File: src/rtl/mvu_pkg.sv
`default_nettype none
// ----------------------------------------------------------------------------
// mvu_pkg: shared MVU types and precision helpers.  Rev 1.0
// ----------------------------------------------------------------------------
package mvu_pkg;

    typedef enum logic [0:0] {
        ST_IDLE  = 1'b0,
        ST_SHIFT = 1'b1
    } bitser_state_e;

    function automatic int pb_width(input int w);
        return $clog2(w + 1);
    endfunction

    // Precision 0 is treated as 1 and anything above the word width as the width.
    function automatic int prec_norm(input int prec, input int w);
        if (prec < 1) begin
            return 1;
        end
        if (prec > w) begin
            return w;
        end
        return prec;
    endfunction

endpackage
`default_nettype wire

File: src/rtl/bitser_slot.sv
`default_nettype none
// ----------------------------------------------------------------------------
// bitser_slot: pending word data/precision register pair.  Rev 1.0
// ----------------------------------------------------------------------------
module bitser_slot #(
    parameter int W  = 16,
    parameter int PB = 5
) (
    input  logic          clk,
    input  logic          rst_n,
    input  logic          i_clr,
    input  logic          i_load,
    input  logic [W-1:0]  i_data,
    input  logic [PB-1:0] i_prec,
    output logic [W-1:0]  o_data,
    output logic [PB-1:0] o_prec
);

    logic [W-1:0]  r_data;
    logic [PB-1:0] r_prec;

    always_ff @(posedge clk or negedge rst_n) begin
        if (!rst_n) begin
            r_data <= '0;
            r_prec <= '0;
        end else if (i_clr) begin
            r_data <= '0;
            r_prec <= '0;
        end else if (i_load) begin
            r_data <= i_data;
            r_prec <= i_prec;
        end
    end

    assign o_data = r_data;
    assign o_prec = r_prec;

endmodule
`default_nettype wire

File: src/rtl/bitser.sv
`default_nettype none
// ----------------------------------------------------------------------------
// bitser: parallel-to-serial word serializer, MSB-first, one-entry pending slot.  Rev 1.0
// ----------------------------------------------------------------------------
module bitser
    import mvu_pkg::*;
#(
    parameter int W  = 16,
    parameter int PB = pb_width(W)
) (
    input  logic          clk,
    input  logic          rst_n,
    input  logic          clr,
    input  logic          in_valid,
    output logic          in_ready,
    input  logic [W-1:0]  in_data,
    input  logic [PB-1:0] in_prec,
    input  logic          out_en,
    output logic          out_bit,
    output logic          out_step,
    output logic          out_first,
    output logic          out_last,
    output logic          busy
);

    logic [W-1:0]  r_act_sreg;
    logic [PB-1:0] r_act_cnt;
    logic          r_act_valid;
    logic          r_act_first;
    logic          r_pend_valid;

    logic [W-1:0]  w_pend_data;
    logic [PB-1:0] w_pend_prec;
    bitser_state_e w_state;
    logic          w_last;
    logic          w_step;
    logic          w_retire;
    logic          w_accept;
    logic          w_to_act;
    logic          w_to_pend;
    logic          w_load;
    logic [PB-1:0] w_in_prec;
    logic [PB-1:0] w_ld_prec;
    logic [PB-1:0] w_ld_shamt;
    logic [W-1:0]  w_ld_data;
    logic [W-1:0]  w_ld_sreg;

    assign w_state   = r_act_valid ? ST_SHIFT : ST_IDLE;
    assign w_last    = (r_act_cnt == '0);
    assign w_step    = (w_state == ST_SHIFT) & out_en;
    assign w_retire  = w_step & w_last;
    assign w_accept  = in_valid & in_ready;
    // A word bypasses pending whenever the active slot is free on this edge.
    assign w_to_act  = w_accept & (~r_act_valid | w_retire);
    assign w_to_pend = w_accept & ~w_to_act;
    assign w_load    = w_to_act | (w_retire & r_pend_valid);

    assign w_in_prec  = PB'(prec_norm(int'(in_prec), W));
    assign w_ld_data  = w_to_act ? in_data : w_pend_data;
    assign w_ld_prec  = w_to_act ? w_in_prec : w_pend_prec;
    assign w_ld_shamt = PB'(W) - w_ld_prec;
    assign w_ld_sreg  = w_ld_data << w_ld_shamt;

    always_ff @(posedge clk or negedge rst_n) begin
        if (!rst_n) begin
            r_act_sreg  <= '0;
            r_act_cnt   <= '0;
            r_act_valid <= 1'b0;
            r_act_first <= 1'b0;
        end else if (clr) begin
            r_act_sreg  <= '0;
            r_act_cnt   <= '0;
            r_act_valid <= 1'b0;
            r_act_first <= 1'b0;
        end else if (w_load) begin
            r_act_sreg  <= w_ld_sreg;
            r_act_cnt   <= w_ld_prec - PB'(1);
            r_act_valid <= 1'b1;
            r_act_first <= 1'b1;
        end else if (w_retire) begin
            r_act_valid <= 1'b0;
            r_act_first <= 1'b0;
        end else if (w_step) begin
            r_act_sreg  <= {r_act_sreg[W-2:0], 1'b0};
            r_act_cnt   <= r_act_cnt - PB'(1);
            r_act_first <= 1'b0;
        end
    end

    always_ff @(posedge clk or negedge rst_n) begin
        if (!rst_n) begin
            r_pend_valid <= 1'b0;
        end else if (clr) begin
            r_pend_valid <= 1'b0;
        end else if (w_to_pend) begin
            r_pend_valid <= 1'b1;
        end else if (w_retire) begin
            r_pend_valid <= 1'b0;
        end
    end

    bitser_slot #(
        .W  (W),
        .PB (PB)
    ) u_pend (
        .clk    (clk),
        .rst_n  (rst_n),
        .i_clr  (clr),
        .i_load (w_to_pend),
        .i_data (in_data),
        .i_prec (w_in_prec),
        .o_data (w_pend_data),
        .o_prec (w_pend_prec)
    );

    assign in_ready  = ~r_pend_valid;
    assign out_step  = w_step;
    assign out_bit   = r_act_valid & r_act_sreg[W-1];
    assign out_first = r_act_valid & r_act_first;
    assign out_last  = r_act_valid & w_last;
    assign busy      = r_act_valid | r_pend_valid;

endmodule
`default_nettype wire

File: config.mk
export PLATFORM = sky130hd
export DESIGN_NAME = bitser
export DESIGN_NICKNAME = d
export VERILOG_FILES = /design/src/rtl/mvu_pkg.sv /design/src/rtl/bitser_slot.sv /design/src/rtl/bitser.sv
export SDC_FILE = /design/constraint.sdc
export NUM_CORES = 1
export LEC_CHECK = 0
export ABC_AREA = 1
export CAP_MARGIN = 20
export CORE_ASPECT_RATIO = 1.2
export CORE_MARGIN = 1.5
export CORE_UTILIZATION = 48
export CTS_CLUSTER_DIAMETER = 30
export DETAILED_ROUTE_END_ITERATION = 7
export PLACE_DENSITY = 0.73
export SLEW_MARGIN = 40
export SYNTH_ARGS = -nofsm -noshare
export SYNTH_HDL_FRONTEND = slang
export SYNTH_HIERARCHICAL = 1
export SYNTH_SLANG_ARGS = --single-unit
File: constraint.sdc
create_clock -name clk -period 3.1 [get_ports clk]
set_input_delay 0.465 -clock clk [delete_from_list [all_inputs] [get_ports clk]]
set_output_delay 0.465 -clock clk [all_outputs]
set_load 0.01 [all_outputs]
# Yosys cells after proc, flatten, opt, wreduce, memory -nomap -nowiden

Cells that the tools add are included.

Add/sub/neg operators: 3
Bitwise gates (word level): 15
Magnitude comparators: 2
Eq/ne operators: 1
Shift-type cells: 1
Reductions and logical operators: 7
Muxes and demuxes: 31

Operator list:

| cell                                                | number |
|---|---|
| 2-to-1 mux 16 bit                                   | 7 |
| 2-to-1 mux 5 bit                                    | 10 |
| << shifter 16 x 5 -> 16 bit                         | 1 |
| 2-to-1 mux 1 bit                                    | 14 |
| subtractor 5 x 1 -> 5 bit (second input constant)   | 2 |
| bitwise AND 1 bit                                   | 9 |
| nonzero test 3 bit                                  | 3 |
| > comparator 5 bit (second input constant)          | 1 |
| logical NOT 5 bit                                   | 1 |
| < comparator 5 x 1 -> 1 bit (second input constant) | 1 |
| subtractor 5 bit (first input constant)             | 1 |
| nonzero test 4 bit                                  | 1 |
| != test 3 x 2 -> 1 bit (second input constant)      | 1 |
| inverter 1 bit                                      | 3 |
| bitwise OR 1 bit                                    | 3 |
| AND reduction 2 bit                                 | 1 |
| nonzero test 2 bit                                  | 1 |

Output and inout port bits: 6
Register bits: 45
Logic and storage cells: 67

# Depth between registers and ports, before layout

Gate-level depths: netlist of the first run.

Word-level depth: 10
Depth in mapped cells: 20

# Cells and area by module

Netlist of the first run, hierarchy kept.

Modules (own cells, without submodules):

| module      | cells each | area an instance (µm²) | instances | seq. area each (µm²) |
|---|---|---|---|---|
| bitser      | 436        | 2514.9                 | 1         | 600.6 |
| bitser_slot | 92         | 875.8                  | 1         | 525.5 |

# Worst setup path before layout of the first run

Ideal clock, no wire load.

Kind: in2reg
Start: in in_valid
End: reg r_act_sreg[15]
Setup time: 0.117 ns
Slack: 0.365 ns
Stages: 17
Arrival: 2.618 ns
Required time: 2.983 ns
Cells stage by stage: inv_1 -> nor2_1 -> nand2_4 -> buf_6 -> nand2_2 -> nand2_4 -> buf_4 -> ha_1 -> clkinv_1 -> clkbuf_1 -> nand3_1 -> nand3_1 -> nand3_1 -> nand3_1 -> nand2_1 -> nand2_1 -> nand2_1

Cells in the longest elaborated chain, start to end: 7
Elaborated cells on any way between the ends: 12
Those cells by class: add/sub: 1; eq/ne: 1; shift: 1; mux: 4; bitwise: 3; reduce/logical: 2

RTL lines:

| element                     | line         | text |
|---|---|---|
| start, declared             | bitser.sv:14 | `input logic in_valid,` |
| bitwise AND 1 bit (*)       | bitser.sv:52 | `assign w_accept = in_valid & in_ready;` |
| bitwise AND 1 bit (*)       | bitser.sv:54 | `assign w_to_act = w_accept & (~r_act_valid \| w_retire);` |
| 2-to-1 mux 5 bit            | bitser.sv:60 | `assign w_ld_prec = w_to_act ? w_in_prec : w_pend_prec;` |
| subtractor 5 bit            | bitser.sv:61 | `assign w_ld_shamt = PB'(W) - w_ld_prec;` |
| << shifter 16 x 5 -> 16 bit | bitser.sv:62 | `assign w_ld_sreg = w_ld_data << w_ld_shamt;` |
| 2-to-1 mux 16 bit           | bitser.sv:75 | `end else if (w_load) begin` |
| 2-to-1 mux 16 bit           | bitser.sv:70 | `end else if (clr) begin` |
| end signal, assigned        | bitser.sv:76 | `r_act_sreg <= w_ld_sreg;` |
| end signal, assigned        | bitser.sv:84 | `r_act_sreg <= {r_act_sreg[W-2:0], 1'b0};` |
| end, declared               | bitser.sv:26 | `logic [W-1:0] r_act_sreg;` |

Mark *: on every way between the ends. The rest lies on a longest branch, timed or not.
A chain may end at the register's enable or synchronous reset.

# Worst setup path after layout of the first run

Ends and elaborated chain as after synthesis.

==> impl_metrics.env, run 1 <==
export IMPL_status="completed"
export IMPL_syn_area_per_cell_um2=6.42
export IMPL_drtPass1Iterations=5
export IMPL_wirelength_um=8510
export IMPL_p_leak_nw=2.03
export IMPL_wl_per_cell_um=13.3
export IMPL_grt_pass1_vias=3269
export IMPL_finalCritPeriodShare_pct=87.6
export IMPL_final_nets=580
export IMPL_placementRows=33
export IMPL_finClkSkew_ps=7.15
export IMPL_syn_area_mm2=0.00339
export IMPL_clk_pin_slew_worst_paths_ps=80
export IMPL_path_cells="clkdlybuf4s50_1, inv_1, nor2_1, buf_4, nand3_1, nand2_4, ha_1, nand3_1, nand2_2, nand3_1, nand3_1, nand3_1, nand2_1, nand2_1, nand2_1"
export IMPL_end_kind="flop"
export IMPL_cts_buffer_depth=2
export IMPL_ioPinCount=32
export IMPL_core_mm2=0.00685
export IMPL_drive_gt1_share_pct=7.79
export IMPL_slowest_delay_ps=450
export IMPL_antenna_found_initial=0
export IMPL_initial_core_util_pct=49.5
export IMPL_gp_congestion=0.909
export IMPL_critical_path_arrival_ps=2950
export IMPL_grt_overflow_total=0
export IMPL_crit_fanout=24
export IMPL_rsz0062_at_grt="no"
export IMPL_ir_drop_mv=0.433
export IMPL_preCtsSetupSlack_ps=90.7
export IMPL_synthToLayoutAreaGrowth_pct=12.3
export IMPL_n_antenna_cell=0
export IMPL_setup_viol=0
export IMPL_crit_family="simple AND/OR/NAND/NOR gates"
export IMPL_ys_warn_count=6
export IMPL_worst_pin_slew_ps=712
export IMPL_drtIter0Drc=309
export IMPL_clkLatencyLatePin_ps=300
export IMPL_whs_ps=168
export IMPL_layout_min_cycle_time_ps=2720
export IMPL_grt_total_usage_pct=24.0
export IMPL_final_area_mm2=0.00381
export IMPL_io_buffers=31
export IMPL_h_tree_depth=2
export IMPL_setup_ws_ps=384
export IMPL_cts_sinks=45
export IMPL_slowest_stage="clkdlybuf4s50_1"
export IMPL_routed_via_count=3500
export IMPL_route_detailed_drc=0
export IMPL_cts_buffers=5
export IMPL_synth_top_cell_by_area="dfrtp_1"
export IMPL_tritoncts="done"
export IMPL_netlist_top_cells_area="dfrtp_1 33%, nand2_1 26%, nand3_1 17%, inv_1 3.4%, o21ai_1 2.1%"
export IMPL_placed_area_mm2=0.00372
export IMPL_cts_root_buffer="clkbuf_8"
export IMPL_final_max_slew_viol_count=0
export IMPL_yosys_area_top_type_share_pct=33.2
export IMPL_netlist_instances=528
export IMPL_fill_cells=711
export IMPL_post_cts_resize_count=0
export IMPL_die_w_um=79.7
export IMPL_crit_buf_inv=3
export IMPL_hp_class="primary input to asynchronous set/reset pin"
export IMPL_slew_headroom_pct=52.5
export IMPL_synth_seq_area_share_pct=33.2
export IMPL_die_area_mm2=0.00758
export IMPL_setup_tns_final_ps=0
export IMPL_powerDensity_mw_per_mm2=586
export IMPL_hold_viol=0
export IMPL_max_freq_mhz=368
export IMPL_routed_via_density=5.48
export IMPL_grt_max_degree=46
export IMPL_synth_nets=556
export IMPL_path_class="primary input to flop"
export IMPL_grt_pass1_wl_um=14500
export IMPL_path_common_cell="nand3_1"
export IMPL_cts_hold_buffers=0
export IMPL_cap_viol_max_count=0
export IMPL_ant_nets=0
export IMPL_ys_seq_elements=45
export IMPL_die_h_um=95.1
export IMPL_cp_required_ps=3340
export IMPL_dp_hpwl_um=6110
export IMPL_cts_setup_buffers=0
export IMPL_yosysUniqueCellTypes=31
export IMPL_start_kind="primary input"
-- cell usage after synthesis --
library cell,count
nor3_1,2
nand3_2,1
dfrtp_1,45
o21ai_0,5
nand4_1,1
nor2_8,1
clkbuf_1,8
xor2_1,1
nand2_2,4
nand2_4,6
a22o_1,1
a21oi_1,6
o21ai_2,2
or2_1,1
nand2_1,234
o22ai_1,1
nor2_1,9
inv_2,8
clkbuf_8,2
a21boi_1,4
nand3b_1,8
buf_4,3
buf_6,5
nand4_4,1
nand3_1,113
nor2_4,2
o21ai_1,14
ha_1,2
inv_1,31
clkinv_1,1
buf_2,6
-- state kept, by name, indices dropped and copies added, names as in the netlist --
name	cells
r_act_sreg	16
u_pend/o_data	16
r_act_cnt	5
u_pend/o_prec	5
r_act_first	1
r_act_valid	1
r_pend_valid	1
-- cells in the final DEF, fill, tap and decap left out, types with 2 or more instances in the layout --
cell             synthesis  layout
o21ai_1                 14      14
buf_4                    3      11
nand3_1                113     113
inv_1                   31      31
clkdlybuf4s50_1          0      30
nor2_1                   9       9
nand2_2                  4       4
a21boi_1                 4       4
inv_2                    8       8
a21oi_1                  6       6
o21ai_0                  5       5
o21ai_2                  2       2
clkbuf_8                 2       6
nand2_1                234     234
nand3b_1                 8       8
nand2_4                  6       6
nor2_4                   2       2
ha_1                     2       2
dfrtp_1                 45      45
-- final cells by class --
class                           instances  area, um^2  area share (%)
Clock buffer                            7        86.3            2.27
Inverter                               40         150            3.94
Multi-Input combinational cell        419        1950            51.3
Sequential cell                        45        1130            29.6
Tap cell                               87         109            2.86
Timing Repair Buffer                   41         383            10.1
-- report_power, final --
part	switching, mW	leakage [nW]	internal, mW	total, mW
Sequential	0.0551	0.615	0.668	0.723
Combinational	0.747	1.37	0.386	1.13
Clock	0.197	0.0443	0.177	0.374
-- cells by family after synthesis --
logic type | count (synthesis) | share of synthesized area (%)
buffers and inverters | 64 | 9.34
flip-flops | 45 | 33.2
AO/OA/AOI/OAI | 33 | 5.54
XOR/XNOR | 1 | 0.258
AND/OR/NAND/NOR | 383 | 50.9
adder cells (fa/ha/maj) | 2 | 0.738
-- worst register-to-register path: cells and delay by family (launching register included) --
family / cells / cell delay [ps]
simple gates: 14 / 1650
fa+ha+maj: 1 / 190
flops: 1 / 490
buf+inv: 3 / 230
-- worst paths after layout --
| path | startpoint | end | slack [ps] | cells after the start |
|---|---|---|---|---|
| worst min register to register | u_pend/o_prec[4] | u_pend/o_prec[4] | 480 | 2 |
| min in group clk | u_pend/o_prec[4] | u_pend/o_prec[4] | 480 | 2 |
| worst max-delay path | in_valid | r_act_sreg[15] | 380 | 15 |
| worst max register to register | r_act_valid | r_act_sreg[12] | 460 | 18 |
| max in group asynchronous | rst_n | r_act_first | 2540 | 1 |
| worst min-delay path | rst_n | u_pend/o_data[3] | 170 | 1 |
-- stage by stage --
stage	std cells	power [mW]	util, %
2_1_floorplan	528	1.57	-
3_3_place_gp	632	1.84	54.3
3_5_place_dp	632	1.85	54.3
4_1_cts	639	2.22	55.5
5_1_grt	639	2.40	55.5
6_report	639	2.23	55.5
-- per-layer routing --
metal  track usage (%)  wire length, um
met3              2.78              356
met2              42.4             4260
met5                 0                0
met4              8.77              194
met1              30.0             3700
Power figures use the tool's default switching activity.
==> run 2: changes to the inputs <==
--- a/config.mk
+++ b/config.mk
@@ -9,10 +9,10 @@
 export CAP_MARGIN = 20
 export CORE_ASPECT_RATIO = 1.2
 export CORE_MARGIN = 1.5
-export CORE_UTILIZATION = 48
+export CORE_UTILIZATION = 30
 export CTS_CLUSTER_DIAMETER = 30
 export DETAILED_ROUTE_END_ITERATION = 7
-export PLACE_DENSITY = 0.73
+export PLACE_DENSITY = 0.51
 export SLEW_MARGIN = 40
 export SYNTH_ARGS = -nofsm -noshare
 export SYNTH_HDL_FRONTEND = slang
==> run 2 against run 1 <==
- wire length grew 6.3%
- final area grew 3.3%
- clock skew shrank 1.3 ps
- highest routed layer unchanged
- critical path depth grew 6
- power grew 7.0%
==> impl_metrics.env, run 2 (synthesis gave the netlist of run 1 again) <==
export IMPL_power_switching_mw=1.03
export IMPL_final_max_slew_viol_count=0
export IMPL_placedCellCount=679
export IMPL_reg2reg_setup_slack_ps=450
export IMPL_top_layer="met4"
export IMPL_pwr_share_seq_pct=30.4
export IMPL_grt_max_degree=46
export IMPL_preCtsSetupSlack_ps=29.9
export IMPL_internal_power_mw=1.36
export IMPL_critical_path_arrival_ps=2950
export IMPL_h_tree_depth=2
export IMPL_routed_via_density=4.96
export IMPL_crit_family="simple AND/OR/NAND/NOR gates"
export IMPL_final_common_cell="nand2_1"
export IMPL_io_buffers=31
export IMPL_ioPinCount=32
export IMPL_path_common_cell="nand2_1"
export IMPL_wl_met1_um=4200
export IMPL_cts_hold_buffers=0
export IMPL_clkLatencyLatePin_ps=290
export IMPL_drtIter0Drc=202
export IMPL_p_clk_share_pct=22.1
export IMPL_finClkSkew_ps=5.83
export IMPL_route_met3_wl_um=316
export IMPL_cts_root_buffer="clkbuf_16"
export IMPL_cts_setup_buffers=0
export IMPL_cap_viol_max_count=0
export IMPL_max_freq_mhz=362
export IMPL_setup_ws_ps=335
export IMPL_grt_pass1_wl_um=16100
export IMPL_grt_total_usage_pct=16.5
export IMPL_crit_buf_inv=6
export IMPL_routed_via_count=3405
export IMPL_p_comb_share_pct=47.5
export IMPL_die_w_um=100
export IMPL_final_area_mm2=0.00393
export IMPL_gp_congestion=0.870
export IMPL_wirelength_um=9050
export IMPL_layout_min_cycle_time_ps=2770
export IMPL_slowest_stage="clkdlybuf4s50_1"
export IMPL_route_detailed_drc=0
export IMPL_finalCritPeriodShare_pct=89.2
export IMPL_core_mm2=0.0110
export IMPL_final_nets=582
export IMPL_crit_fanout=7
export IMPL_end_kind="flop"
export IMPL_setup_tns_final_ps=0
export IMPL_p_leak_nw=2.06
export IMPL_post_cts_resize_count=0
export IMPL_whs_ps=175
export IMPL_die_area_mm2=0.0120
export IMPL_n_antenna_cell=0
export IMPL_slew_headroom_pct=55.6
export IMPL_ant_nets=0
export IMPL_die_h_um=119
export IMPL_initial_core_util_pct=30.7
export IMPL_cts_buffers=5
export IMPL_total_power_mw=2.39
export IMPL_path_class="primary input to flop"
export IMPL_grt_overflow_total=0
export IMPL_p_sw_share_pct=43.1
export IMPL_ir_drop_mv=0.308
export IMPL_placed_area_mm2=0.00379
export IMPL_path_cells="clkdlybuf4s50_1, nand2_1, inv_2, nand4_4, nand2_4, nand2_4, inv_2, nand2_1, nand2_4, inv_1, ha_1, clkinv_1, buf_4, nand3_1, nand2_1, nand2_1, nand3_1, nand3_1, nand2_1, nand2_1, nand2_1"
export IMPL_wl_per_cell_um=13.2
export IMPL_placementRows=42
export IMPL_rsz0062_at_grt="no"
export IMPL_cts_sinks=45
export IMPL_grt_pass1_vias=3390
export IMPL_finish_utilization_pct=35.6
export IMPL_fill_cells=1187
export IMPL_drtPass1Iterations=5
export IMPL_dp_hpwl_um=6580
export IMPL_hold_viol=0
export IMPL_tritoncts="done"
export IMPL_slowest_delay_ps=450
export IMPL_synthToLayoutAreaGrowth_pct=15.9
export IMPL_status="completed"
export IMPL_antenna_found_initial=0
export IMPL_drive_gt1_share_pct=8.29
export IMPL_cts_buffer_depth=2
export IMPL_worst_pin_slew_ps=666
export IMPL_hp_class="primary input to asynchronous set/reset pin"
export IMPL_powerDensity_mw_per_mm2=607
export IMPL_start_kind="primary input"
export IMPL_layout_common_cells="234 x nand2_1, 113 x nand3_1, 45 x dfrtp_1"
export IMPL_wl_met2_um=4360
export IMPL_instances_no_fill=687
export IMPL_setup_viol=0
export IMPL_cp_required_ps=3280
export IMPL_clk_pin_slew_worst_paths_ps=60
## run 2: changes by cell type in the layout (fill, tap and decap cells not counted)
cell / before / now
clkbuf_8: 6 / 0
clkbuf_16: 0 / 5
clkinv_2: 0 / 2
buf_4: 11 / 13
## run 2: worst paths after layout
kind,start,endpoint,cells past startpoint
setup / recovery,out_en,r_act_sreg[8],21
max in group asynchronous,rst_n,r_act_sreg[14],1
hold reg to reg,u_pend/o_data[1],u_pend/o_data[1],2
hold / removal,rst_n,u_pend/o_data[4],1
setup reg to reg,r_act_cnt[2],r_act_sreg[8],19
min in group clk,u_pend/o_data[1],u_pend/o_data[1],2
## run 2: worst reg2reg max path, stage by stage (launching register included)
cell and delay, ps:
dfrtp_1 410, nor2_1 220, nand4_4 170, nand2_4 140, nand2_4 80, inv_2 70
nand2_1 80, nand2_4 100, inv_1 50, ha_1 290, clkinv_1 150, buf_4 200
nand3_1 100, nand2_1 70, nand2_1 60, nand3_1 80, nand3_1 100, nand2_1 60
nand2_1 60, nand2_1 50
## run 2: final cells by class
type,count,area [um^2],share of cell area [%]
clock buffers,6,129,3.28
well taps,132,165,4.20
multi-input cells,419,1950,49.7
inverters,40,150,3.82
repair buffers,43,398,10.1
clock inverters,2,10.0,0.255
flip-flops and latches,45,1130,28.6
## run 2: power by group through the flow
| stage | Sequential (mW) | Combinational (mW) | Clock, mW |
|---|---|---|---|
| CTS | 0.724 | 1.14 | 0.543 |
| floorplan | 0.718 | 0.852 | 0 |
| global placement | 0.733 | 1.14 | 0 |
| global route | 0.734 | 1.30 | 0.571 |
| detailed placement | 0.732 | 1.14 | 0 |
| finish | 0.724 | 1.13 | 0.527 |
## run 2: metal layers
metal  global-route usage [%]  vias to the layer above
met2                     27.3                       78
met4                     5.55                        0
met3                     2.17                       13
li1                         -                     1748
met1                     22.1                     1566
met5                        0                        -
==> run 3: changes to the inputs <==
--- a/config.mk
+++ b/config.mk
@@ -12,7 +12,7 @@
 export CORE_UTILIZATION = 30
 export CTS_CLUSTER_DIAMETER = 30
 export DETAILED_ROUTE_END_ITERATION = 7
-export PLACE_DENSITY = 0.51
+export PLACE_DENSITY_LB_ADDON = 0.25
 export SLEW_MARGIN = 40
 export SYNTH_ARGS = -nofsm -noshare
 export SYNTH_HDL_FRONTEND = slang
==> run 3 against run 2 <==
- combinational power hardly changed
- final area is 0.29% higher
- die area stayed put
- highest routed layer unchanged
- critical path depth is 4 lower
- critical path type unchanged
==> impl_metrics.env, run 3 (synthesis gave the netlist of run 1 again) <==
export IMPL_status="completed"
export IMPL_cts_buffers=5
export IMPL_hold_viol=0
export IMPL_synthToLayoutAreaGrowth_pct=16.3
export IMPL_path_cells="clkdlybuf4s50_1, nand2_1, inv_2, nand4_4, nand2_4, buf_4, nand3_1, nand2_4, ha_1, nand3_1, nand2_2, nand3_1, nand3_1, nand3_1, nand2_1, nand2_1, nand2_1"
export IMPL_finClkSkew_ps=5.58
export IMPL_layout_common_cells="233 x nand2_1, 113 x nand3_1, 45 x dfrtp_1"
export IMPL_routed_via_count=3374
export IMPL_clkLatencyLatePin_ps=290
export IMPL_path_class="primary input to flop"
export IMPL_die_w_um=100
export IMPL_wirelength_um=8960
export IMPL_final_max_slew_viol_count=0
export IMPL_cts_hold_buffers=0
export IMPL_end_kind="flop"
export IMPL_wl_met1_um=4180
export IMPL_fill_cells=1222
export IMPL_placementRows=42
export IMPL_tritoncts="done"
export IMPL_route_detailed_drc=0
export IMPL_grt_overflow_total=0
export IMPL_ir_drop_mv=0.304
export IMPL_rsz0062_at_grt="no"
export IMPL_instances_no_fill=686
export IMPL_final_common_cell="nand2_1"
export IMPL_cap_viol_max_count=0
export IMPL_r2r_start="r_act_cnt[2]"
export IMPL_placedCellCount=678
export IMPL_finish_utilization_pct=35.7
export IMPL_cts_sinks=45
export IMPL_total_power_mw=2.42
export IMPL_gp_congestion=0.830
export IMPL_final_nets=581
export IMPL_p_leak_nw=2.07
export IMPL_slowest_stage="clkdlybuf4s50_1"
export IMPL_setup_tns_final_ps=0
export IMPL_h_tree_depth=2
export IMPL_slowest_delay_ps=460
export IMPL_top_layer="met4"
export IMPL_antenna_found_initial=0
export IMPL_routed_via_density=4.92
export IMPL_drtPass1Iterations=5
export IMPL_ioPinCount=32
export IMPL_grt_max_degree=28
export IMPL_grt_pass1_wl_um=15800
export IMPL_wl_per_cell_um=13.1
export IMPL_critical_path_arrival_ps=3040
export IMPL_max_freq_mhz=355
export IMPL_cts_root_buffer="clkbuf_16"
export IMPL_die_area_mm2=0.0120
export IMPL_crit_fanout=23
export IMPL_drtIter0Drc=204
export IMPL_layout_min_cycle_time_ps=2820
export IMPL_drive_gt1_share_pct=8.48
export IMPL_initial_core_util_pct=30.7
export IMPL_route_met3_wl_um=206
export IMPL_wl_met2_um=4510
export IMPL_hp_class="primary input to asynchronous set/reset pin"
export IMPL_dp_hpwl_um=6640
export IMPL_grt_pass1_vias=3299
export IMPL_ant_nets=0
export IMPL_clk_pin_slew_worst_paths_ps=60
export IMPL_finalCritPeriodShare_pct=90.9
export IMPL_n_antenna_cell=0
export IMPL_path_common_cell="nand3_1"
export IMPL_setup_viol=0
export IMPL_core_mm2=0.0110
export IMPL_start_kind="primary input"
export IMPL_die_h_um=119
export IMPL_worst_pin_slew_ps=664
export IMPL_io_buffers=31
export IMPL_cts_buffer_depth=2
export IMPL_setup_worst_path_start="out_en"
export IMPL_cp_required_ps=3330
export IMPL_slew_headroom_pct=55.7
export IMPL_powerDensity_mw_per_mm2=614
export IMPL_grt_total_usage_pct=16.2
run 3: metrics by stage:
stage                     setup WS, ps  area, um^2  hold WS, ps
after global placement           -16.5        3780          454
after floorplan                    365        3390          169
after CTS                          223        3940          226
final                              282        3940          199
after detailed placement          -102        3780          459
after global routing             0.860        3940          252
run 3: per-layer routing:
layer,vias to the layer above,global-route usage (%)
met2,50,27.7
met3,4,2.29
li1,1744,-
met5,-,0
met4,0,3.26
met1,1576,21.7
run 3: critical path, delay by kind of cell:
family | cells | cell delay (ps)
adder cells (fa/ha/maj) | 1 | 180
buffers and inverters | 3 | 820
AND/OR/NAND/NOR | 13 | 1560
run 3: layout make-up:
class	instances	area (um^2)	share of cell area, %
inverter	40	150	3.81
tap	132	165	4.19
clock inverter	1	5.00	0.127
clock buffer	7	153	3.87
timing repair buffer	42	388	9.84
sequential	45	1130	28.6
multi-input combinational	419	1960	49.6
run 3: path summary, 6_finish.rpt:
path                                          to  slack (ps)  depth (start not counted)
min in group clk                u_pend/o_data[0]         470                          2
worst min register to register  u_pend/o_data[0]         470                          2
worst min-delay path            u_pend/o_prec[3]         200                          1
worst max register to register    r_act_sreg[15]         380                         15
max in group asynchronous         r_act_sreg[12]        2200                          2
worst max-delay path              r_act_sreg[15]         280                         17
run 3: power breakdown:
group	internal, mW	switching, mW	total (mW)
registers	0.668	0.0536	0.722
clock network	0.342	0.229	0.570
logic	0.388	0.742	1.13
total	1.40	1.02	2.42
run 3: what timing repair did:
action / in CTS / in global routing
gates resized for setup: 0 / 1
setup buffers: 0 / 0
endpoints found under the setup margin: 0 / 1
